--- config.mk ---
export PLATFORM = sky130hd
export DESIGN_NAME = rf215_spi_arbiter
export DESIGN_NICKNAME = d
export VERILOG_FILES = /design/src/rtl/rf215_spi_arbiter.sv
export SDC_FILE = /design/constraint.sdc
export NUM_CORES = 1
export LEC_CHECK = 0
export CAP_MARGIN = 20
export CELL_PAD_IN_SITES_DETAIL_PLACEMENT = 1
export CELL_PAD_IN_SITES_GLOBAL_PLACEMENT = 1
export CORE_MARGIN = 5
export CORE_UTILIZATION = 31
export CTS_BUF_LIST = sky130_fd_sc_hd__clkbuf_16
export CTS_CLUSTER_SIZE = 12
export DETAILED_ROUTE_END_ITERATION = 8
export PLACE_DENSITY = 0.8
export SLEW_MARGIN = 10
export SYNTH_ARGS = -nofsm -noshare
export SYNTH_HDL_FRONTEND = slang
export SYNTH_SLANG_ARGS = --single-unit
--- constraint.sdc ---
create_clock -name clk -period 1.4 [get_ports clk]
set_clock_uncertainty 0.05 [all_clocks]
set_input_delay 0.21 -clock clk [delete_from_list [all_inputs] [get_ports clk]]
set_output_delay 0.21 -clock clk [all_outputs]
set_load 0.005 [all_outputs]
--- src/rtl/rf215_spi_arbiter.sv ---
// Two-master arbiter for the AT86RF215 SPI port: an unstallable HPS master with absolute priority
// and a fabric master using req/gnt, with a guaranteed CS-high guard time between owners.
module rf215_spi_arbiter #(
  parameter int unsigned GUARD_CYC   = 4,
  parameter int unsigned SYNC_STAGES = 2
) (
  input  logic       clk,
  input  logic       reset_n,
  input  logic       hps_cs_n,
  input  logic       hps_sclk,
  input  logic       hps_mosi,
  output logic       hps_miso,
  input  logic       fab_req,
  output logic       fab_gnt,
  input  logic       fab_cs_n,
  input  logic       fab_sclk,
  input  logic       fab_mosi,
  output logic       fab_miso,
  output logic       rf_cs_n,
  output logic       rf_sclk,
  output logic       rf_mosi,
  input  logic       rf_miso,
  output logic [1:0] owner,
  output logic       hps_collision,
  input  logic       clr_collision
);

  localparam int unsigned CntW = $clog2(GUARD_CYC + 1);

  typedef enum logic [1:0] {
    StIdle  = 2'b00,
    StHps   = 2'b01,
    StFab   = 2'b10,
    StGuard = 2'b11
  } state_e;

  logic [SYNC_STAGES-1:0] hps_sync_q, hps_sync_d;
  logic [SYNC_STAGES-1:0] sync_vld_q, sync_vld_d;
  logic                   hps_prev_q, hps_prev_d;
  logic                   hps_cs_s, hps_fall;
  state_e                 state_q, state_d;
  logic [CntW-1:0]        guard_cnt_q, guard_cnt_d;
  logic                   cs_q, cs_d;
  logic                   gnt_q, gnt_d;
  logic                   coll_q, coll_d;
  logic                   coll_set;

  // The synchronizer resets high, so its output is not trusted until it has filled with real
  // samples; a CS already low out of reset therefore never looks like a falling edge.
  always_comb begin
    hps_sync_d = {hps_sync_q[SYNC_STAGES-2:0], hps_cs_n};
    sync_vld_d = {sync_vld_q[SYNC_STAGES-2:0], 1'b1};
    hps_cs_s   = hps_sync_q[SYNC_STAGES-1];
    hps_prev_d = sync_vld_q[SYNC_STAGES-1] ? hps_cs_s : 1'b0;
    hps_fall   = hps_prev_q & ~hps_cs_s;
  end

  always_comb begin
    state_d     = state_q;
    guard_cnt_d = guard_cnt_q;
    coll_set    = 1'b0;
    unique case (state_q)
      StIdle: begin
        if (hps_fall) begin
          state_d = StHps;
        end else if (fab_req) begin
          state_d = StFab;
        end
      end
      StHps: begin
        if (hps_cs_s) begin
          state_d     = StGuard;
          guard_cnt_d = CntW'(GUARD_CYC - 1);
        end
      end
      StFab: begin
        coll_set = hps_fall;
        if (!fab_req && fab_cs_n) begin
          state_d     = StGuard;
          guard_cnt_d = CntW'(GUARD_CYC - 1);
        end
      end
      StGuard: begin
        coll_set = hps_fall;
        if (guard_cnt_q == '0) begin
          state_d = StIdle;
        end else begin
          guard_cnt_d = guard_cnt_q - 1'b1;
        end
      end
      default: state_d = StIdle;
    endcase
    cs_d   = (state_d != StHps);
    gnt_d  = (state_d == StFab);
    coll_d = coll_set | (coll_q & ~clr_collision);
  end

  always_ff @(posedge clk or negedge reset_n) begin
    if (!reset_n) begin
      hps_sync_q  <= '1;
      sync_vld_q  <= '0;
      hps_prev_q  <= 1'b0;
      state_q     <= StIdle;
      guard_cnt_q <= '0;
      cs_q        <= 1'b1;
      gnt_q       <= 1'b0;
      coll_q      <= 1'b0;
    end else begin
      hps_sync_q  <= hps_sync_d;
      sync_vld_q  <= sync_vld_d;
      hps_prev_q  <= hps_prev_d;
      state_q     <= state_d;
      guard_cnt_q <= guard_cnt_d;
      cs_q        <= cs_d;
      gnt_q       <= gnt_d;
      coll_q      <= coll_d;
    end
  end

  // Fabric CS is passed through combinationally so the fabric master keeps full frame control.
  always_comb begin
    owner         = state_q;
    fab_gnt       = gnt_q;
    hps_collision = coll_q;
    rf_cs_n       = (state_q == StFab) ? fab_cs_n : cs_q;
    rf_sclk       = 1'b0;
    rf_mosi       = 1'b0;
    hps_miso      = 1'b0;
    fab_miso      = 1'b0;
    if (state_q == StHps) begin
      rf_sclk  = hps_sclk;
      rf_mosi  = hps_mosi;
      hps_miso = rf_miso;
    end else if (state_q == StFab) begin
      rf_sclk  = fab_sclk;
      rf_mosi  = fab_mosi;
      fab_miso = rf_miso;
    end
  end

endmodule

==> impl_metrics.json <==
{
  "fin_nets": 128,
  "yosysSeqAreaShare_pct": 47.1,
  "finalHoldViolations": 0,
  "switching_power_mw": 0.981,
  "slew_violations": 0,
  "port_buffers": 19,
  "worstHoldPathType": "input port to asynchronous set/reset pin",
  "endpoint_kind": "output port",
  "htree_levels": 1,
  "drive_gt1_share_pct": 50.0,
  "setup_ws_ps": -383,
  "crit_arrival_ps": 1520,
  "yosys.cell_types.count": 28,
  "rows": 17,
  "grt_max_degree": 14,
  "combPwrFrac_pct": 61.8,
  "leakagePower_nw": 0.575,
  "antenna_found_initial": 0,
  "io_pins": 20,
  "startpoint_type": "flop",
  "critical_path_required_ps": 1140,
  "p_total_mw": 2.84,
  "power-per-cell-area_nw_per_um2": 2250,
  "area_delta_synth_final_pct": 80.6,
  "clock-sinks": 13,
  "syn_area_um2": 698,
  "hold_slack_ps": 224,
  "stdcell_area_um2": 1260,
  "p_int_mw": 1.86,
  "core_um2": 2190,
  "crit_fanout": 4,
  "drt_iter0_drc": 10,
  "post-place-ws_ps": -333,
  "min_period_ps": 1780,
  "path_class": "flop to output port",
  "wl_mm": 2.30,
  "grt_pass1_vias": 785,
  "viasPerCell": 4.82,
  "power_frac_seq_pct": 19.4,
  "place_area_um2": 1080,
  "violations": "setup timing",
  "cts_tree": "built",
  "peakVddDrop_mv": 1.29,
  "fillers": 235,
  "setup_viol": 12,
  "gr-usage-all-layers_pct": 15.7,
  "cts_root_buf": "clkbuf_16",
  "insertedDiodeCount": 0,
  "rsz0062_at_grt": "true",
  "placedCellCount": 127,
  "tns_ps": -3330,
  "switching_share_pct": 34.6,
  "p_clk_share_pct": 18.8,
  "gp_congestion": 0.746,
  "min_period_over_period_pct": 127,
  "ys_seq_elements": 13,
  "cts.reportedPaths.clkPinSlew_ps": 40,
  "dieArea_um2": 3300,
  "fmax_mhz": 561,
  "final_cells": 138,
  "hpwl_mm": 1.41,
  "status": "finished, violations left",
  "route.detailed.drc": 0,
  "routedWlPerCell_um": 16.7,
  "avgSynthCellArea_um2": 10.6,
  "drtAntennaViolNets": 0,
  "drv_cap": 0,
  "via_count": 665,
  "die_h_um": 57.5,
  "yosysWarnings": 0,
  "final_core_util_pct": 57.6,
  "cts.path.max_buffers": 2,
  "insertion_delay_ps": 240,
  "grt_overflow_total": 0,
  "ctsHoldBuffers": 0,
  "final_cell_mix": "19 x buf_4, 12 x clkdlybuf4s50_1, 10 x inv_1, 8 x dfrtp_1",
  "syn_inst": 66,
  "die_x_um": 57.5,
  "syn_nets": 83,
  "final_common_cell": "buf_4",
  "dr.pass1.iters": 4,
  "grt_pass1_wl_mm": 3.84,
  "floorplan.initialDensity_pct": 31.9,
  "cts_buffers": 3
}
## state kept, by name (all words and copies together) (netlist names)
signal / count
guard_cnt_q: 3
fab_gnt: 1
owner: 2
sync_vld_q: 2
hps_prev_q: 1
hps_collision: 1
cs_q: 1
hps_sync_q: 2
## worst max-delay path: stages, from the launching register on
cell and delay, ps:
dfrtp_2 430, inv_2 90, ha_4 130, and2b_1 200, buf_4 140, a22o_1 160
buf_2 120
## kinds of logic after synthesis
group,Yosys count,synth area share [%]
flip-flops,13,47.1
other,1,0.537
AND/OR/NAND/NOR,15,12.5
adder cells (fa/ha/maj),6,10.8
multiplexers,2,3.05
AO/OA/AOI/OAI,17,19.4
buffers and inverters,12,6.63
## routing by layer
| metal | wire, um | GRT usage (%) | share of wire (%) |
|---|---|---|---|
| met2 | 1250 | 31.0 | 54 |
| met1 | 906 | 14.8 | 39 |
| met5 | 0 | 0 | 0 |
| met4 | 23 | 6.95 | 1.0 |
| met3 | 120 | 4.07 | 5.2 |
## layout make-up
cell class              instances  area [um^2]  share of cell area [%]
multi-input cells              41          423                    33.5
well taps                      28         35.0                    2.78
flip-flops and latches         13          332                    26.3
clock inverters                 1         3.75                   0.298
repair buffers                 41          352                    27.9
inverters                      11         41.3                    3.27
clock buffers                   3         75.1                    5.95
## what timing repair did
| item | 4_1_cts | 5_1_grt |
|---|---|---|
| gates resized for setup | 33 | 9 |
| buffers inserted | 6 | 3 |
| hold endpoints to repair | 0 | 0 |
| setup endpoints to repair | 14 | 13 |
| pin swaps | 7 | 8 |
## worst paths after layout
check | start | to | slack (ps) | cells past startpoint
max | owner[1] | rf_sclk | -380 | 6
min | reset_n | sync_vld_q[1] | 220 | 2
max reg2reg | owner[1] | cs_q | -360 | 8
min reg2reg | hps_sync_q[0] | hps_sync_q[1] | 310 | 0
max in group asynchronous | reset_n | hps_sync_q[1] | 840 | 2
min in group clk | hps_sync_q[0] | hps_sync_q[1] | 310 | 0
## cell usage after synthesis, drive strengths merged
library cell	number	area (um^2)
nor2b	1	6.26
nor2	2	7.51
mux2i	1	10.0
o22a	1	8.76
nand2b	2	12.5
buf	1	5.00
a22o	2	17.5
and2	4	25.0
and2b	1	7.51
nand3	2	10.0
ha	6	75.1
o221a	1	11.3
a211oi	4	45.1
dfrtp	10	250
a21oi	1	5.00
o22ai	1	6.26
o211ai	2	15.0
dfstp	3	78.8
inv	11	41.3
nand3b	1	7.51
mux2	1	11.3
or2	1	6.26
a31oi	1	6.26
o21ai	4	20.0
conb	1	3.75
nor3	1	5.00
## power groups by stage
stage	logic (mW)	registers, mW	clock network (mW)
detailed placement	1.29	0.558	0
floorplan	0.685	0.562	0
finish	1.75	0.551	0.533
CTS	1.55	0.554	0.545
global route	1.91	0.565	0.568
global placement	1.26	0.551	0
Power figures use the tool's default switching activity.
